File: src/rtl/pu_msp430_dac_spi_master.sv
// pu_msp430_dac_spi_master: two-channel arbitrated SPI master feeding a 16-bit-frame DAC.
//   mclk, puc_rst             : clock, synchronous active-high reset
//   ch0/1_req, ch0/1_data     : level requests held until ack, 12-bit codes captured at grant
//   ch0/1_ack                 : one-cycle pulse once the frame has been latched by the DAC
//   busy, last_ch             : engine active, most recently granted channel
//   dac_sclk/dac_din/dac_sync_n : SPI pins (sclk idles low, DAC samples din on falling sclk)
//   PU_MSP430_DAC_SPI_MASTER_RR_EN : round-robin arbitration; fixed ch0 priority when undefined
module pu_msp430_dac_spi_master #(
  parameter int CLK_DIV = 2,
  parameter int GAP_CYC = 4
) (
  input  logic        mclk,
  input  logic        puc_rst,
  input  logic        ch0_req,
  input  logic        ch1_req,
  input  logic [11:0] ch0_data,
  input  logic [11:0] ch1_data,
  output logic        ch0_ack,
  output logic        ch1_ack,
  output logic        busy,
  output logic        last_ch,
  output logic        dac_sclk,
  output logic        dac_din,
  output logic        dac_sync_n
);
  typedef enum logic [2:0] {IDLE, ARB, SYNC, SHIFT, LSETUP, LPULSE, DONE, GAP} state_t;
  localparam logic [7:0] DIV_LD = 8'(CLK_DIV - 1);
  localparam logic [7:0] GAP_LD = 8'(GAP_CYC > 0 ? GAP_CYC - 1 : 0);
  state_t      state_q;
  logic [7:0]  div_q, gap_q;
  logic [3:0]  bit_q;
  logic [15:0] frame_q, frame_d;
  logic        gnt_d, ch_q, last_ch_q, ack0_q, ack1_q, busy_q, sclk_q, din_q, sync_n_q, div_end;
`ifdef PU_MSP430_DAC_SPI_MASTER_RR_EN
  assign gnt_d = (ch0_req & ch1_req) ? ~last_ch_q : ch1_req;
`else
  assign gnt_d = ch1_req & ~ch0_req;
`endif
  assign frame_d = {3'b000, gnt_d, gnt_d ? ch1_data : ch0_data};
  assign div_end = div_q == 8'd0;
  always_ff @(posedge mclk) begin
    if (puc_rst) begin
      state_q   <= IDLE;
      div_q     <= '0;
      gap_q     <= '0;
      bit_q     <= '0;
      frame_q   <= '0;
      ch_q      <= 1'b0;
      last_ch_q <= 1'b1;
      ack0_q    <= 1'b0;
      ack1_q    <= 1'b0;
      busy_q    <= 1'b0;
      sclk_q    <= 1'b0;
      din_q     <= 1'b0;
      sync_n_q  <= 1'b1;
    end else begin
      ack0_q <= 1'b0;
      ack1_q <= 1'b0;
      // every timed phase is exactly CLK_DIV cycles, so expiry is always a phase change
      if (state_q inside {SYNC, SHIFT, LSETUP, LPULSE}) div_q <= div_end ? DIV_LD : div_q - 8'd1;
      case (state_q)
        IDLE: if (ch0_req | ch1_req) begin
          busy_q  <= 1'b1;
          state_q <= ARB;
        end
        ARB: begin
          frame_q   <= frame_d;
          ch_q      <= gnt_d;
          last_ch_q <= gnt_d;
          din_q     <= frame_d[15];
          sync_n_q  <= 1'b0;
          div_q     <= DIV_LD;
          state_q   <= SYNC;
        end
        SYNC: if (div_end) begin
          sclk_q  <= 1'b1;
          bit_q   <= 4'd15;
          state_q <= SHIFT;
        end
        SHIFT: if (div_end) begin
          if (sclk_q) sclk_q <= 1'b0;
          else if (bit_q == 4'd0) begin
            sync_n_q <= 1'b1;
            state_q  <= LSETUP;
          end else begin
            // next bit appears together with the rising edge, never on the falling one
            sclk_q <= 1'b1;
            din_q  <= frame_q[bit_q - 4'd1];
            bit_q  <= bit_q - 4'd1;
          end
        end
        LSETUP: if (div_end) begin
          sclk_q  <= 1'b1;
          state_q <= LPULSE;
        end
        LPULSE: if (div_end) begin
          if (sclk_q) sclk_q <= 1'b0;
          else begin
            ack0_q  <= ~ch_q;
            ack1_q  <= ch_q;
            state_q <= DONE;
          end
        end
        DONE: if (GAP_CYC == 0) begin
          busy_q  <= 1'b0;
          state_q <= IDLE;
        end else begin
          gap_q   <= GAP_LD;
          state_q <= GAP;
        end
        GAP: if (gap_q == 8'd0) begin
          busy_q  <= 1'b0;
          state_q <= IDLE;
        end else gap_q <= gap_q - 8'd1;
        default: state_q <= IDLE;
      endcase
    end
  end
  assign ch0_ack    = ack0_q;
  assign ch1_ack    = ack1_q;
  assign busy       = busy_q;
  assign last_ch    = last_ch_q;
  assign dac_sclk   = sclk_q;
  assign dac_din    = din_q;
  assign dac_sync_n = sync_n_q;
endmodule
File: config.mk
export PLATFORM = sky130hd
export DESIGN_NAME = pu_msp430_dac_spi_master
export DESIGN_NICKNAME = d
export VERILOG_FILES = /design/src/rtl/pu_msp430_dac_spi_master.sv
export SDC_FILE = /design/constraint.sdc
export NUM_CORES = 1
export LEC_CHECK = 0
export ABC_CLOCK_PERIOD_IN_PS = 2800
export CAP_MARGIN = 30
export CORE_MARGIN = 1.5
export CORE_UTILIZATION = 53
export DETAILED_ROUTE_END_ITERATION = 16
export PLACE_DENSITY = 0.79
export SLEW_MARGIN = 15
export SYNTH_ARGS = -nofsm -noshare
export SYNTH_HDL_FRONTEND = slang
export SYNTH_SLANG_ARGS = --single-unit
File: constraint.sdc
create_clock -name mclk -period 2.8 [get_ports mclk]
set_input_delay 0.7 -clock mclk [delete_from_list [all_inputs] [get_ports mclk]]
set_output_delay 0.7 -clock mclk [all_outputs]
set_load 0.03 [all_outputs]
# Word level (Yosys, flattened, before mapping)
# Cells that the tools add are included.
# totals
ff_bits,44
in_bits,28
output_inout_bits,7
wordCells,104
# op_classes
addsub,3
bitwise,6
reduce_logical,21
order_cmp,1
n_eq_ne,19
mux,40
# op_table
cell,n
2-to-1 mux 3 bit,9
one-hot mux 3 bit (8 select lines),1
!= test 2 bit (second input constant),10
logical NOT 8 bit,2
2-to-1 mux 1 bit,16
2-to-1 mux 4 bit,4
2-to-1 mux 8 bit,2
one-hot mux 8 bit (2 select lines),1
subtractor 8 x 1 -> 8 bit (second input constant),2
equality test 3 bit (second input constant),4
2-to-1 mux 12 bit,1
AND reduction 4 bit,3
nonzero test 2 bit,5
AND reduction 9 bit,1
one-hot mux 4 bit (2 select lines),1
equality test 3 x 2 -> 1 bit (second input constant),2
one-hot mux 1 bit (2 select lines),3
less-than comparator 4 x 5 -> 1 bit (second input constant),1
AND reduction 5 bit,1
binary-select mux 1 bit (select 4 bit),1
logical NOT 4 bit,1
!= test 2 x 1 -> 1 bit (second input constant),2
inverter 1 bit,4
nonzero test 4 bit,1
other kinds (11),12

# Longest topological paths before layout
# Gate-level depths: netlist of run 1.
# logic_depth
ltp_word,7
ltp_mapped,8
mapped_depth_nobuf,7

# Worst setup path before layout of run 1
# No wires, ideal clock.
# synth_path
kind,flip-flop to flip-flop
start,register state_q[1]
end,register div_q[6]
required_time_ns,2.670
slack_ns,0.803
arrival_time_ns,1.867
path_buffers,1
stages_incl_launch_ff,8
path_cell_list,dfxtp_1 -> buf_2 -> inv_1 -> ha_1 -> or3_1 -> nor4_1 -> xnor2_1 -> nor2_1
# synth_between
elab_chain_len,2
word_cells_on_any_way,7
# synth_lines
element,line,source
"start, declared",29,state_t state_q;
"start signal, assigned",43,state_q <= IDLE;
"start signal, assigned",64,state_q <= ARB;
"start signal, assigned",73,state_q <= SYNC;
"equality test 3 x 2 -> 1 bit, or another cell as far along",60,"if (state_q inside {SYNC, SHIFT, LSETUP, LPULSE}) div_q <= div_end ? DIV_LD : div_q - 8'd1;"
nonzero test 4 bit or OR reduction 2 bit (tied branches),n/a,
"end signal, assigned",60,
"end, declared",30,"logic [7:0] div_q, gap_q;"
# Several ways; a longest one is shown, not always the timed one.
# A chain may end at the register's enable or synchronous reset.

# Worst setup path in the final report of run 1
# layout_path
start,input puc_rst
end,register div_q[2]
# layout_between
elab_chain_len,1
# layout_lines
element,line,source
"start, declared",13,"input logic puc_rst,"
OR reduction 2 bit (no source line),n/a,
# No other way between the ends.

==> flow_metrics.tcl, run 1 <==
set metrics [dict create \
    outcome "finished, final reports clean" \
    die_h_um 67.6 \
    clkPwrFrac 0.161 \
    rows 23 \
    yosysTopAreaCell "dfxtp_1" \
    seq_area_frac_synth 0.389 \
    ctsResizeCount 0 \
    dp_cells 324 \
    dpl.hpwl_um 3690 \
    yosys_warnings 0 \
    rsz0062_at_grt "false" \
    slew_viol_final 0 \
    wl_per_cell_um 14.8 \
    grt_max_degree 17 \
    startpoint_type "input port" \
    hold_viol_final 0 \
    p_int_mw 1.41 \
    grt_pass1_vias 1860 \
    clkTransAtPathRegs_ns 0.08 \
    routed_via_density 5.87 \
    pwr-share-comb 0.460 \
    cts_setup_buffers 0 \
    synth_fp_nets 285 \
    clock_path_buffers 2 \
    final_cells 332 \
    p_per_area_nw_per_um2 908 \
    slew-limit-headroom 0.406 \
    antenna_found_initial 0 \
    yosysUniqueCellTypes 47 \
    fin_total_pwr_mw 2.42 \
    fin_nets 317 \
    fp.dieW_um 67.6 \
    finalSetupViolations 0 \
    max_cap_viol_count 0 \
    drt_first_pass_iters 7 \
    path_max_fanout 14 \
    num_vias 1950 \
    io_pins 35 \
    hold_ws_ns 0.484 \
    clock_sinks 43 \
    swShare 0.420 \
    syn_to_final_growth_pct 20.6 \
    dieArea_um2 4570 \
    p_leak_nw 1.06 \
    coreArea_um2 4000 \
    wl_um 4910 \
    worstPathRequired_ns 3.03 \
    worstSetupEndpointType "flip-flop" \
    synth_commonest_cells "dfxtp_1 (43), nor2_1 (31), inv_1 (26)" \
    finClkSkew_ns 0.00412 \
    grt_pass1_wl_um 8220 \
    synthMostInstantiatedCell "dfxtp_1" \
    async_flop_share 0 \
    clk-insertion-delay-late_ns 0.30 \
    grt_usage 0.235 \
    synthTopCellsByArea "dfxtp_1 (39%), a222oi_1 (5.4%), nor2_1 (5.3%)" \
    cts_tree "built" \
    drc 0 \
    synth_ff_type "dfxtp_1" \
    cp.arrival_ns 2.59 \
    power_frac_seq 0.379 \
    floorplan.initialDensity 0.553 \
    synth_top_area_frac 0.389 \
    io_buffers 34 \
    ys_ff_latch 43 \
    overflow 0 \
    cts_hold_buf 0 \
    max_freq_mhz 423 \
    synth_area_um2 2210 \
    tns_ns 0 \
    root_buffer "clkbuf_8" \
    p_sw_mw 1.02 \
    tightest_slew_ns 0.888 \
    min_path_type "reg2reg" \
    drive_gt1_frac 0.0887 \
    synth_cells 249 \
    syn_area_per_cell_um2 8.88 \
    period_needed_ns 2.36 \
    max-vdd-ir-drop_mv 0.480 \
    place_congestion 0.860 \
    min_period_over_period 0.844 \
    drt_iter0_markers 181 \
    cts_buffers 5 \
    drtAntennaViolNets 0 \
    diodes 0 \
    htree_levels 2 \
    synth_edf_count 0 \
    crit_type "in2reg" \
]
cell families (layout without fill, tap and decap cells):
logic type / after synthesis / in the layout / share of synthesized area
flip-flops: 43 / 43 / 0.389
multiplexers: 4 / 4 / 0.0351
XOR/XNOR: 14 / 14 / 0.0554
AND/OR/NAND/NOR: 86 / 86 / 0.214
adder cells (fa/ha/maj): 8 / 8 / 0.0453
AO/OA/AOI/OAI: 56 / 56 / 0.192
buffers and inverters: 38 / 71 / 0.0690
metrics by stage:
stage           util  area [µm²]  setup WS [ns]
5_1_grt        0.667        2670          0.269
6_report       0.667        2670          0.438
4_1_cts        0.667        2670          0.461
3_3_place_gp   0.646        2580          0.240
3_5_place_dp   0.646        2580          0.163
2_1_floorplan      -        2210          0.803
critical path: stages:
cell and delay, ns:
clkdlybuf4s50_1 0.53, nor2_1 0.74, o21ai_1 0.41, a21oi_1 0.21
power by group through the flow:
stage	Clock (mW)	Combinational [mW]	Sequential [mW]
2_1_floorplan	0	0.850	0.904
3_3_place_gp	0	1.08	0.924
3_5_place_dp	0	1.11	0.931
4_1_cts	0.398	1.11	0.917
5_1_grt	0.418	1.23	0.942
6_report	0.391	1.11	0.918
layout make-up:
class	instances	area [µm²]
multi-input combinational	168	1200
clock inverter	2	12.5
tap	50	62.6
clock buffer	6	72.6
sequential	43	861
inverter	26	97.6
fill	339	1330
timing repair buffer	37	363
cell usage in the layout (no fill, tap or decap), drive strengths merged, types with 2 or more instances in the layout:
master         count
nand2             11
nand4              2
xnor2              5
a21oi             10
nand3              7
mux4               3
xor2               9
a211oi             6
nor4b              2
buf                3
ha                 8
nor4               8
o22ai              2
a311oi             6
nor3b              2
or3                3
a31oi              3
nor2              31
inv               26
clkbuf             6
or2                3
and3               3
a21o               3
o21ai              9
nor2b              2
clkdlybuf4s50     34
dfxtp             43
nor3               9
a222oi            12
per-layer routing:
layer | wire (µm) | GRT usage | part of all wire
met3 | 191 | 0.0500 | 0.039
met4 | 82 | 0.0765 | 0.017
met2 | 2360 | 0.398 | 0.48
met1 | 2270 | 0.296 | 0.46
met5 | 0 | 0 | 0
flip-flops by register name, indices dropped and copies added, names as in the netlist:
name        cells
gap_q           8
frame_q        13
dac_din         1
dac_sync_n      1
ch1_ack         1
div_q           8
busy            1
last_ch         1
dac_sclk        1
ch0_ack         1
state_q         3
bit_q           4
path summary, 6_finish.rpt:
check | from | end | cells past startpoint | slack, ns
max | puc_rst | div_q[2]$_SDFFE_PP0P_ | 4 | 0.44
min | last_ch$_SDFFE_PP1P_ | last_ch$_SDFFE_PP1P_ | 2 | 0.48
max reg2reg | state_q[0]$_SDFFE_PP0P_ | div_q[2]$_SDFFE_PP0P_ | 5 | 0.57
min reg2reg | last_ch$_SDFFE_PP1P_ | last_ch$_SDFFE_PP1P_ | 2 | 0.48
No activity file was read; power rests on OpenSTA's default activity.
==> run 2: changes to the inputs <==
Settings changed: ABC_CLOCK_PERIOD_IN_PS 2800 to 2100, CORE_UTILIZATION 53 to 48, PLACE_DENSITY 0.79 to 0.75.
Clock period 2.8 ns to 2.1 ns, I/O delays scaled along.
==> run 2 against run 1 <==
  * Setup slack worse by 0.34 ns
  * Design area is 2.9% higher
  * Worst hold slack better by 0.0042 ns
  * Sequential share of layout area is 0.87 points lower
  * Register-to-register slack worse by 0.41 ns
  * Global-route usage is 2.7 points lower
  * Critical path type is now reg2out
  * Highest routed layer unchanged
  * Via count is 0.67% higher
  * Non-clock buffer count is 9 higher
  * Critical path depth is 3 lower
==> flow_metrics.tcl, run 2 (same netlist as run 1, synthesis figures left out) <==
set metrics [dict create \
    antenna_found_initial 0 \
    startpoint "dac_sclk$_SDFFE_PP0P_" \
    grt_pass1_vias 1872 \
    wl_um 4780 \
    worst-path-buf-inv 1 \
    period_needed_ns 2.00 \
    rows 24 \
    path_max_fanout 7 \
    crit_path_max_incr_delay_ns 0.72 \
    min_period_over_period 0.952 \
    worstPathRequired_ns 1.57 \
    tightest_slew_ns 0.525 \
    drc 0 \
    grt_pass1_wl_um 8470 \
    root_buffer "clkbuf_8" \
    die_h_um 70.9 \
    grt_max_degree 15 \
    coreArea_um2 4380 \
    post-route-util 0.626 \
    clock_path_buffers 2 \
    mostFrequentLayoutCell "dfxtp_1" \
    dpl.hpwl_um 3540 \
    finalSetupViolations 0 \
    cts_hold_buf 0 \
    cp.arrival_ns 1.47 \
    drive_gt1_frac 0.124 \
    grt_usage 0.208 \
    htree_levels 2 \
    critPathSlowestCell "clkdlybuf4s50_1" \
    io_pins 35 \
    outcome "finished, final reports clean" \
    p_per_area_nw_per_um2 1210 \
    crit_type "reg2out" \
    reg2reg_from "bit_q[1]$_SDFFE_PP0P_" \
    cts_buffers 5 \
    drt_first_pass_iters 4 \
    clk-insertion-delay-late_ns 0.30 \
    startpoint_type "flip-flop" \
    slew-limit-headroom 0.649 \
    overflow 0 \
    max-vdd-ir-drop_mv 0.773 \
    largest_reg_flops 13 \
    drtAntennaViolNets 0 \
    cts_tree "built" \
    hp-start "frame_q[10]$_SDFFE_PP0P_" \
    io_buffers 34 \
    tns_ns 0 \
    finClkSkew_ns 0.00563 \
    path_delay_family "buffers and inverters" \
    routed_via_density 5.72 \
    largest_registers "frame_q: 13 flops, div_q: 8 flops, gap_q: 8 flops" \
    syn_to_final_growth_pct 24.1 \
    dieArea_um2 5020 \
    ctsResizeCount 0 \
    cp_cell_sequence "clkdlybuf4s50_1" \
    slew_viol_final 0 \
    max_freq_mhz 500 \
    min_path_type "reg2reg" \
    layout_common_cells "dfxtp_1 (42), clkdlybuf4s50_1 (34), nor2_1 (31)" \
    clock_sinks 43 \
    worstSetupEndpointType "primary output" \
    rsz0062_at_grt "false" \
    fin_nets 326 \
    floorplan.initialDensity 0.505 \
    wl_per_cell_um 13.9 \
    place_congestion 0.918 \
    diodes 0 \
    hold_viol_final 0 \
    p_leak_nw 1.11 \
    nFillCells 396 \
    drt_iter0_markers 213 \
    fp.dieW_um 70.9 \
    max_cap_viol_count 0 \
    cts_setup_buffers 0 \
    clkTransAtPathRegs_ns 0.08 \
    num_vias 1963 \
    regMostFlops "frame_q" \
]
run 2: final timing paths:
| path | end | slack [ns] | cells after the start |
|---|---|---|---|
| max | dac_sclk | 0.10 | 1 |
| min | frame_q[10]$_SDFFE_PP0P_ | 0.49 | 2 |
| max reg2reg | dac_din$_SDFFE_PP0P_ | 0.16 | 7 |
| min reg2reg | frame_q[10]$_SDFFE_PP0P_ | 0.49 | 2 |
run 2: cell type report:
class	count	area, µm²	share of cell area
multi-input cells	168	1200	0.439
flip-flops and latches	43	862	0.314
repair buffers	46	430	0.157
inverters	26	97.6	0.0356
clock buffers	6	72.6	0.0264
well taps	52	65.1	0.0237
clock inverters	2	12.5	0.00456
run 2: where the power goes:
group	switching [mW]	leakage, nW	internal [mW]
clock network	0.282	0.0412	0.232
registers	0.174	0.351	1.01
logic	0.911	0.715	0.721
run 2: stage by stage:
step           instances  instance area [µm²]  hold slack [ns]  power (mW)  worst slack [ns]
2_1_floorplan        249                 2210            0.435        2.34             0.103
3_3_place_gp         335                 2650            0.464        2.77             0.112
3_5_place_dp         335                 2650            0.470        2.80            0.0673
4_1_cts              343                 2740            0.491        3.31            0.0878
5_1_grt              343                 2750            0.510        3.60            0.0299
6_report             343                 2750            0.488        3.33             0.101
run 2: worst register-to-register path, cell delays in order, from the launching register on:
cell and delay (ns):
dfxtp_1 0.39, inv_1 0.06, ha_1 0.40, mux4_2 0.34, mux2i_1 0.15, o22ai_1 0.10, a21o_1 0.18, a32o_1 0.21
run 2: per-layer routing:
layer	GRT usage	part of all wire	vias up
met1	0.303	0.50	928
met3	0.0385	0.038	9
met2	0.310	0.45	40
li1	-	-	986
met5	0	0	-
met4	0.0692	0.016	0
==> run 3: changes to the inputs <==
Settings changed: CORE_UTILIZATION 48 to 56, CTS_CLUSTER_SIZE set to 28, DONT_BUFFER_PORTS set to 1, PLACE_DENSITY 0.75 to 0.74.
==> run 3 against run 2 <==
  * Critical path depth up 5
  * Final cell count down 12%
  * Register-to-register slack better by 0.06 ns
  * Count of clock-buffer cells in the layout unchanged
  * Global-route usage up 4.2 points
  * Setup slack better by 0.12 ns
  * Maximum frequency up 6.1%
  * Core utilization up 1.4 points
  * Total power down 2.9%
  * Sequential power up 6%
==> flow_metrics.tcl, run 3 (same netlist as run 1, synthesis figures left out) <==
set metrics [dict create \
    outcome "finished, final reports clean" \
    fp.dieW_um 65.9 \
    grt_pass1_vias 1877 \
    die_h_um 65.9 \
    regMostFlops "frame_q" \
    finClkSkew_ns 0.00534 \
    routed_via_density 6.13 \
    p_per_area_nw_per_um2 1360 \
    htree_levels 2 \
    cp.arrival_ns 2.11 \
    overflow 0 \
    io_buffers 0 \
    drive_gt1_frac 0.126 \
    coreArea_um2 3720 \
    p_int_mw 1.89 \
    max_cap_viol_count 0 \
    grt_pass1_wl_um 8310 \
    clkPwrFrac 0.164 \
    wl_um 4670 \
    place_congestion 0.899 \
    grt_usage 0.250 \
    crit_type "reg2reg" \
    fin_nets 290 \
    dpl.hpwl_um 3420 \
    worstSetupEndpointType "flip-flop" \
    dieArea_um2 4340 \
    min_path_type "in2reg" \
    clock_path_buffers 2 \
    worstPathRequired_ns 2.33 \
    mostFrequentLayoutCell "dfxtp_1" \
    min_period_over_period 0.897 \
    drt_first_pass_iters 4 \
    root_buffer "clkbuf_8" \
    cts_hold_buf 0 \
    p_leak_nw 0.970 \
    layout_common_cells "dfxtp_1 (43), nor2_1 (31), inv_1 (26)" \
    hold_path_depth 1 \
    clock_sinks 43 \
    fin_total_pwr_mw 3.23 \
    io_pins 35 \
    drtAntennaViolNets 0 \
    max_freq_mhz 531 \
    period_needed_ns 1.88 \
    pwr-share-comb 0.451 \
    reg2regPathDepth 6 \
    tightest_slew_ns 0.894 \
    wl_per_cell_um 15.5 \
    largest_reg_flops 13 \
    diodes 0 \
    max-vdd-ir-drop_mv 0.727 \
    rows 22 \
    syn_to_final_growth_pct 7.58 \
    clkTransAtPathRegs_ns 0.08 \
    ctsResizeCount 0 \
    tns_ns 0 \
    rsz0062_at_grt "false" \
    floorplan.initialDensity 0.595 \
    power_frac_seq 0.386 \
    swShare 0.415 \
    largest_registers "frame_q: 13 flops, div_q: 8 flops, gap_q: 8 flops" \
    startpoint_type "flip-flop" \
    nFillCells 338 \
    drc 0 \
    cts_setup_buffers 0 \
    r2r_setup_slack_ns 0.22 \
    path_max_fanout 14 \
    finalSetupViolations 0 \
    slew-limit-headroom 0.402 \
    antenna_found_initial 0 \
    num_vias 1850 \
    hold_viol_final 0 \
    cts_tree "built" \
    drt_iter0_markers 277 \
    p_sw_mw 1.34 \
    slew_viol_final 0 \
    grt_max_degree 20 \
    cts_buffers 5 \
    clk-insertion-delay-late_ns 0.30 \
]
==> run 3: cell count changes in the layout (fill, tap and decap cells not counted) <==
cell,previous run,this run
clkinvlp_4,1,0
clkdlybuf4s50_1,34,0
nor4_1,5,6
clkbuf_8,5,6
nor4_2,2,1
buf_4,12,10
dfxtp_2,1,0
dfxtp_1,42,43
clkbuf_1,1,0
==> run 3: path summary, 6_finish.rpt <==
| check | start | end |
|---|---|---|
| worst max-delay path | state_q[2]$_SDFFE_PP0P_ | div_q[2]$_SDFFE_PP0P_ |
| worst min-delay path | puc_rst | bit_q[3]$_SDFFE_PP0P_ |
| worst max register to register | state_q[2]$_SDFFE_PP0P_ | div_q[2]$_SDFFE_PP0P_ |
| worst min register to register | frame_q[4]$_SDFFE_PP0P_ | frame_q[4]$_SDFFE_PP0P_ |
==> run 3: stage by stage <==
| step | instances | area, µm² | hold WS [ns] | setup WS, ns | utilization |
|---|---|---|---|---|---|
| 2_1_floorplan | 249 | 2210 | 0.435 | 0.103 | - |
| 3_3_place_gp | 295 | 2290 | 0.472 | 0.304 | 0.617 |
| 3_5_place_dp | 295 | 2290 | 0.480 | 0.237 | 0.617 |
| 4_1_cts | 302 | 2380 | 0.286 | 0.226 | 0.640 |
| 5_1_grt | 302 | 2380 | 0.270 | 0.0618 | 0.640 |
| 6_report | 302 | 2380 | 0.287 | 0.217 | 0.640 |
==> run 3: routing by layer <==
layer  vias up  wire (µm)  global-route usage
met3         8        304              0.0716
met5         -          0                   0
li1        916          -                   -
met1       874       2080               0.310
met4         0         69              0.0781
met2        52       2230               0.417
==> run 3: power groups by stage <==
stage               registers, mW  clock network [mW]  logic [mW]
floorplan                    1.21                   0        1.13
global placement             1.26                   0        1.41
detailed placement           1.26                   0        1.44
CTS                          1.24               0.536        1.45
global route                 1.28               0.572        1.64
finish                       1.25               0.529        1.46
==> run 3: critical path, cell delays in order (launching register included) <==
cell	delay [ns]
dfxtp_1	0.42
buf_4	0.19
nor3_2	0.07
nor2_1	0.68
o21ai_1	0.14
buf_4	0.20
a21oi_1	0.11
==> run 3: layout make-up <==
cell class	instances	area, µm²	share of cell area
clock buffer	6	82.6	0.0347
clock inverter	1	5.00	0.00210
inverter	26	97.6	0.0410
multi-input combinational	168	1200	0.504
sequential	43	861	0.362
tap	48	60.1	0.0252
timing repair buffer	10	75.1	0.0315
